--- src/rtl/fir_ap_ctrl.sv ---
// fir_ap_ctrl: ap_start/ap_done/ap_idle sequencer and RAM/MAC scheduler for the FIR engine.
// Optional FIR_CTRL_TLAST_CHECK_EN: flags tlast/length disagreement in status bit 3.
module fir_ap_ctrl #(
    parameter int TAP_NUM_WIDTH  = 10,
    parameter int DATA_NUM_WIDTH = 10
) (
    input  logic                      aclk,
    input  logic                      areset,
    input  logic                      in_ap_start_wr,
    input  logic                      in_stat_rd,
    input  logic [TAP_NUM_WIDTH-1:0]  in_tap_num,
    input  logic [31:0]               in_data_len,
    input  logic                      in_ss_tvalid,
    input  logic                      in_ss_tlast,
    output logic                      out_ss_tready,
    input  logic                      in_sm_tready,
    output logic                      out_sm_tvalid,
    output logic                      out_sm_tlast,
    output logic                      out_tap_EN,
    output logic [TAP_NUM_WIDTH-1:0]  out_tap_A,
    output logic                      out_data_EN,
    output logic                      out_data_WE,
    output logic                      out_data_zero,
    output logic [DATA_NUM_WIDTH-1:0] out_data_A,
    output logic                      out_mac_en,
    output logic                      out_mac_clr,
    output logic [3:0]                out_ap_status
);
    localparam int KW = TAP_NUM_WIDTH - 2;

    typedef enum logic [2:0] {
        S_IDLE,
        S_CLEAR,
        S_WAIT,
        S_MAC,
        S_DRAIN,
        S_OUT,
        S_DONE
    } state_t;

    state_t state;

    logic ap_start;
    logic ap_done;
    logic ap_idle;
    logic err_tlast;

    logic [KW-1:0] n_q;
    logic [KW-1:0] k;
    logic [KW-1:0] ptr;
    logic [KW-1:0] didx;
    logic [31:0]   l_q;
    logic [31:0]   count;
    logic          drain;

    logic                      tap_en;
    logic [TAP_NUM_WIDTH-1:0]  tap_a;
    logic                      data_en_q;
    logic                      data_we_q;
    logic                      data_zero;
    logic [DATA_NUM_WIDTH-1:0] data_a;
    logic                      ss_tready;
    logic                      sm_tvalid;
    logic                      sm_tlast;

    logic mac_d1;
    logic clr_d1;
    logic mac_en;
    logic mac_clr;

    logic [KW-1:0] n_in;
    logic [KW-1:0] n_last;
    logic [KW-1:0] k_inc;
    logic [KW-1:0] ptr_inc;
    logic [KW-1:0] didx_dec;
    logic [31:0]   count_inc;
    logic          ss_fire;
    logic [2:0]    unused_in;

    assign n_in      = in_tap_num[KW-1:0];
    assign n_last    = n_q - KW'(1);
    assign k_inc     = k + KW'(1);
    assign ptr_inc   = (ptr == n_last) ? '0 : ptr + KW'(1);
    assign didx_dec  = (didx == '0) ? n_last : didx - KW'(1);
    assign count_inc = count + 32'd1;
    assign ss_fire   = ss_tready & in_ss_tvalid;
    assign unused_in = {in_tap_num[TAP_NUM_WIDTH-1:KW], in_ss_tlast};

    function automatic logic [DATA_NUM_WIDTH-1:0] daddr(input logic [KW-1:0] idx);
        return DATA_NUM_WIDTH'({idx, 2'b00});
    endfunction

    function automatic logic [TAP_NUM_WIDTH-1:0] taddr(input logic [KW-1:0] idx);
        return {idx, 2'b00};
    endfunction

    // Control FSM: state, status word and registered RAM/stream strobes
    always_ff @(posedge aclk or posedge areset) begin
        if (areset) begin
            state     <= S_IDLE;
            ap_start  <= 1'b0;
            ap_done   <= 1'b0;
            ap_idle   <= 1'b1;
            err_tlast <= 1'b0;
            n_q       <= '0;
            l_q       <= '0;
            count     <= '0;
            k         <= '0;
            ptr       <= '0;
            didx      <= '0;
            drain     <= 1'b0;
            tap_en    <= 1'b0;
            tap_a     <= '0;
            data_en_q <= 1'b0;
            data_we_q <= 1'b0;
            data_zero <= 1'b0;
            data_a    <= '0;
            ss_tready <= 1'b0;
            sm_tvalid <= 1'b0;
            sm_tlast  <= 1'b0;
        end else begin
            tap_en    <= 1'b0;
            data_en_q <= 1'b0;
            data_we_q <= 1'b0;
            data_zero <= 1'b0;
            if (in_stat_rd) ap_done <= 1'b0;
            unique case (state)
                S_IDLE: begin
                    if (ap_start) begin
                        ap_start  <= 1'b0;
                        ap_done   <= 1'b0;
                        err_tlast <= 1'b0;
                        n_q       <= n_in;
                        l_q       <= in_data_len;
                        count     <= '0;
                        ptr       <= '0;
                        k         <= '0;
                        if (n_in == '0 || in_data_len == 32'd0) begin
                            state   <= S_DONE;
                            ap_done <= 1'b1;
                            ap_idle <= 1'b1;
                        end else begin
                            state     <= S_CLEAR;
                            ap_idle   <= 1'b0;
                            data_en_q <= 1'b1;
                            data_we_q <= 1'b1;
                            data_zero <= 1'b1;
                            data_a    <= '0;
                        end
                    end else if (in_ap_start_wr) begin
                        ap_start <= 1'b1;
                    end
                end
                S_CLEAR: begin
                    if (k == n_last) begin
                        state     <= S_WAIT;
                        k         <= '0;
                        ss_tready <= 1'b1;
                        data_a    <= daddr(ptr);
                    end else begin
                        k         <= k_inc;
                        data_en_q <= 1'b1;
                        data_we_q <= 1'b1;
                        data_zero <= 1'b1;
                        data_a    <= daddr(k_inc);
                    end
                end
                S_WAIT: begin
                    if (in_ss_tvalid) begin
                        state     <= S_MAC;
                        ss_tready <= 1'b0;
                        count     <= count_inc;
`ifdef FIR_CTRL_TLAST_CHECK_EN
                        if (in_ss_tlast != (count_inc == l_q))
                            err_tlast <= 1'b1;
`endif
                        k         <= '0;
                        didx      <= ptr;
                        tap_en    <= 1'b1;
                        tap_a     <= '0;
                        data_en_q <= 1'b1;
                        data_a    <= daddr(ptr);
                    end
                end
                S_MAC: begin
                    if (k == n_last) begin
                        state <= S_DRAIN;
                        drain <= 1'b0;
                        ptr   <= ptr_inc;
                        k     <= '0;
                        tap_a <= '0;
                    end else begin
                        k         <= k_inc;
                        didx      <= didx_dec;
                        tap_en    <= 1'b1;
                        tap_a     <= taddr(k_inc);
                        data_en_q <= 1'b1;
                        data_a    <= daddr(didx_dec);
                    end
                end
                S_DRAIN: begin
                    if (drain) begin
                        state     <= S_OUT;
                        sm_tvalid <= 1'b1;
                        sm_tlast  <= (count == l_q);
                    end else begin
                        drain <= 1'b1;
                    end
                end
                S_OUT: begin
                    if (in_sm_tready) begin
                        sm_tvalid <= 1'b0;
                        sm_tlast  <= 1'b0;
                        if (count < l_q) begin
                            state     <= S_WAIT;
                            ss_tready <= 1'b1;
                            data_a    <= daddr(ptr);
                        end else begin
                            state   <= S_DONE;
                            ap_done <= 1'b1;
                            ap_idle <= 1'b1;
                        end
                    end
                end
                S_DONE: begin
                    state <= S_IDLE;
                end
                default: begin
                    state <= S_IDLE;
                end
            endcase
        end
    end

    // MAC control trails the RAM read issue by two cycles (read + multiply)
    always_ff @(posedge aclk or posedge areset) begin
        if (areset) begin
            mac_d1  <= 1'b0;
            clr_d1  <= 1'b0;
            mac_en  <= 1'b0;
            mac_clr <= 1'b0;
        end else begin
            mac_d1  <= tap_en;
            clr_d1  <= tap_en & (tap_a == '0);
            mac_en  <= mac_d1;
            mac_clr <= clr_d1;
        end
    end

    assign out_ss_tready = ss_tready;
    assign out_sm_tvalid = sm_tvalid;
    assign out_sm_tlast  = sm_tlast;
    assign out_tap_EN    = tap_en;
    assign out_tap_A     = tap_a;
    assign out_data_EN   = data_en_q | ss_fire;
    assign out_data_WE   = data_we_q | ss_fire;
    assign out_data_zero = data_zero;
    assign out_data_A    = data_a;
    assign out_mac_en    = mac_en;
    assign out_mac_clr   = mac_clr;

`ifdef FIR_CTRL_TLAST_CHECK_EN
    assign out_ap_status = {err_tlast, ap_idle, ap_done, ap_start};
`else
    assign out_ap_status = {1'b0, ap_idle, ap_done, ap_start};
`endif

endmodule

--- config.mk ---
export PLATFORM = sky130hd
export DESIGN_NAME = fir_ap_ctrl
export DESIGN_NICKNAME = d
export VERILOG_FILES = /design/src/rtl/fir_ap_ctrl.sv
export SDC_FILE = /design/constraint.sdc
export NUM_CORES = 1
export LEC_CHECK = 0
export BUFFER_PORTS_ARGS = -buffer_cell sky130_fd_sc_hd__buf_2
export CAP_MARGIN = 25
export CORE_MARGIN = 5
export CORE_UTILIZATION = 40
export DETAILED_ROUTE_END_ITERATION = 16
export SYNTH_ARGS = -nofsm -noshare
export SYNTH_HDL_FRONTEND = slang
export SYNTH_SLANG_ARGS = --single-unit
--- constraint.sdc ---
create_clock -name aclk -period 3.6 [get_ports aclk]
set_clock_uncertainty 0.15 [all_clocks]
set_input_delay 0.18 -clock aclk [delete_from_list [all_inputs] [get_ports aclk]]
set_output_delay 0.18 -clock aclk [all_outputs]
set_load 0.005 [all_outputs]
==> results.yml <==
global_routing:
  antenna_found_initial: 0
  grtUsageTotal: 0.183
  grt_pass1_vias: 6027
  grt_pass1_wl_um: 32000
  grt_max_degree: 97
  overflow: 0
timing:
  timing.fmax_mhz: 304
  hold_slack_ns: 0.0110
  final.period_utilization: 0.913
  period_needed_ns: 3.29
  hold_viol: 0
  finalSetupViolations: 0
  rsz0062_at_grt: "no"
  slew_headroom: 0.287
  drv_slew: 0
  tns_ns: 0
  tightest_slew_ns: 1.06
setup_path:
  r2r_start: "n_q[1]"
  crit_buf_inv: 1
  r2r_cells: 10
  cp_num_cells: 10
  cp_max_fo: 8
  worstPathArrival_ns: 3.50
  r2r-end: "out_data_A[9]"
  worstSetupStartpointType: "register"
  worst_setup_path_end_kind: "register"
  r2r_slack_ns: 0.31
  cp_slowest_cell: "or4_1"
  criticalPathCategory: "register to register"
  cp_top_family: "compound AO/OA/AOI/OAI gates"
  path_cells: "inv_1 > ha_1 > nor3b_1 > xor2_1 > xnor2_1 > o311ai_1 > or4_1 > o211ai_2 > a221o_1 > mux2_2"
  critPathMaxStageDelay_ns: 0.58
  required_ns: 3.81
layout:
  register_area_um2: 3230
  num_antenna_cells: 0
  fin_util: 0.500
  drive_above_1_share: 0.161
  n_fill_cell: 1666
  area_growth_pct: 22.1
  multi_input_comb_area_um2: 3750
  nNetsFinal: 1009
clock_network:
  root_buffer: "clkbuf_16"
  cts_tree: "built"
  postCtsResizedCells: 0
  cts_buffers: 17
  cts.sinks: 129
  cts_buffer_depth: 2
  clkTransAtPathRegs_ns: 0.06
  cts_max_level: 4
  worst_skew_pair.late_latency_ns: 0.42
detailed_routing:
  wl_per_cell_um: 16.4
  drt_iter0_drc: 508
  vias_per_cell: 5.36
  wl_met1_um: 9310
  top_layer: "met4"
  firstDrtPassIters: 5
  dr_wl_met3_um: 1070
  drt-total-wl_um: 19000
  wl_met2_um: 8380
  vias: 6235
  post-route-drc-count: 0
  ant_nets: 0
min_path:
  hp-start: "in_stat_rd"
  hp-class: "input pin to register"
  hold_end: "ap_done"
  hold_depth: 3
flow_run:
  drv_cap: 0
synthesis:
  avgSynthCellArea_um2: 9.08
  synthArstFlopShare: 1.00
  synth.cell_area_um2: 7400
  synth_edf_count: 0
  syn_inst: 815
  ys.flop_type: "dfrtp_1"
  synth_cell_types: 71
  ys_warn_count: 0
  synth_seq_cells: 129
  ys_seq_area_frac: 0.436
pwr:
  ir_worst_vdd_v: 0.000397
  leakage_nw: 4.23
  power.density_nw_per_um2: 753
  total_power_mw: 6.80
floorplan:
  start_util: 0.409
  dieArea_um2: 21300
  core_region_area_um2: 18100
  die_x_um: 146
  die_h_um: 146
  num_rows: 49
  io_pins: 82
placement:
  hpwl_um: 13300
  place.gp.congestion: 0.876
  port_buffers: 73
outcome:
  status: "completed"
## cells in the final DEF (no fill, tap or decap), types with 13 or more instances in the layout
cell           netlist  layout
dfrtp_1            128     128
nand2_1            113     113
o21ai_0             74      74
buf_2                3      73
inv_1               56      55
nor2_1              52      52
dlygate4sd3_1        0      43
ha_1                38      38
nand3_1             32      32
a21oi_1             28      28
xor2_1              19      19
xnor2_1             18      18
nor4_1              17      17
clkbuf_16            0      17
buf_4               11      14
nand4_1             13      13
## timing repair
item                                   in CTS  in global routing
endpoints found under the hold margin      76                  0
setup endpoints to repair                   0                  3
hold buffers                               43                  0
setup buffers                               0                  2
## state kept, by name, indices dropped and copies added (netlist names), 3 cells and up
register    count
didx            8
out_data_A      8
l_q            32
state           3
count          32
k               8
out_tap_A       8
n_q             8
ptr             8
## per-layer routing
metal / GRT usage / up-vias
met1: 0.262 / 2945
met5: 0 / -
met3: 0.0406 / 27
met4: 0.0550 / 0
met2: 0.279 / 176
li1: - / 3087
## power by group
| group | leakage [nW] | internal [mW] | switching, mW | total [mW] |
|---|---|---|---|---|
| Sequential | 1.67 | 1.95 | 0.442 | 2.39 |
| Clock | 0.310 | 1.19 | 0.672 | 1.86 |
| Combinational | 2.26 | 1.08 | 1.48 | 2.55 |
| Total | 4.23 | 4.21 | 2.59 | 6.80 |
## final cells by class
cell class / instances / share of cell area
multi-input cells: 587 / 0.415
flip-flops and latches: 129 / 0.357
repair buffers: 131 / 0.102
clock buffers: 22 / 0.0547
well taps: 229 / 0.0317
inverters: 56 / 0.0237
clock inverters: 10 / 0.0161
## cell families (layout without fill, tap and decap cells)
logic type / after synthesis / count (layout) / share of synthesized area
AND/OR/NAND/NOR: 293 / 293 / 0.193
AO/OA/AOI/OAI: 192 / 192 / 0.171
flip-flops: 129 / 129 / 0.436
buffers and inverters: 103 / 219 / 0.0594
adder cells (fa/ha/maj): 38 / 38 / 0.0643
XOR/XNOR: 37 / 37 / 0.0438
multiplexers: 22 / 22 / 0.0315
other: 1 / 5 / 0.000507
## Yosys cell counts, types with 8 or more instances
library cell    n  area [um^2]
mux2_2         10          113
mux2i_1        12          120
nor2_1         52          195
nand2_1       113          424
a22o_1          8         70.1
o21ai_0        74          370
xor2_1         19          166
xnor2_1        18          158
nor4_1         17          106
a21o_1         12         90.1
ha_1           38          475
nor3_1         10         50.1
buf_4          11         82.6
nand4_1        13         81.3
inv_1          56          210
dfrtp_1       128         3200
o31ai_1        11         82.6
nand3_1        32          160
clkbuf_1       30          113
a21oi_1        28          140
## through the flow
stage          cell area (um^2)  std cells  setup WS, ns
4_1_cts                    9020       1162         0.261
3_5_place_dp               7950       1087         0.288
2_1_floorplan              7420        819         0.505
3_3_place_gp               7950       1087         0.347
5_1_grt                    9040       1164        0.0616
6_report                   9040       1164         0.314
## worst max path at each step
stage / slack, ns / endpoint / from
floorplan: 0.50 / out_data_A[6] / n_q[0]
global placement: 0.35 / ptr[5] / n_q[1]
detailed placement: 0.29 / out_data_A[9] / n_q[1]
CTS: 0.26 / ptr[5] / n_q[1]
global route: 0.06 / didx[4] / n_q[1]
finish: 0.31 / out_data_A[9] / n_q[1]
## worst register-to-register path: cells and delay by family, from the launching register on
| kind | cells | cell delay [ns] |
|---|---|---|
| adders and majority gates | 1 | 0.19 |
| DFF | 1 | 0.43 |
| buffers and inverters | 1 | 0.10 |
| AOI/OAI and AO/OA | 3 | 0.87 |
| and+or+nand+nor | 2 | 0.82 |
| xor gates and xnor gates | 2 | 0.52 |
| muxes | 1 | 0.14 |
(Power assumes the default switching activity.)
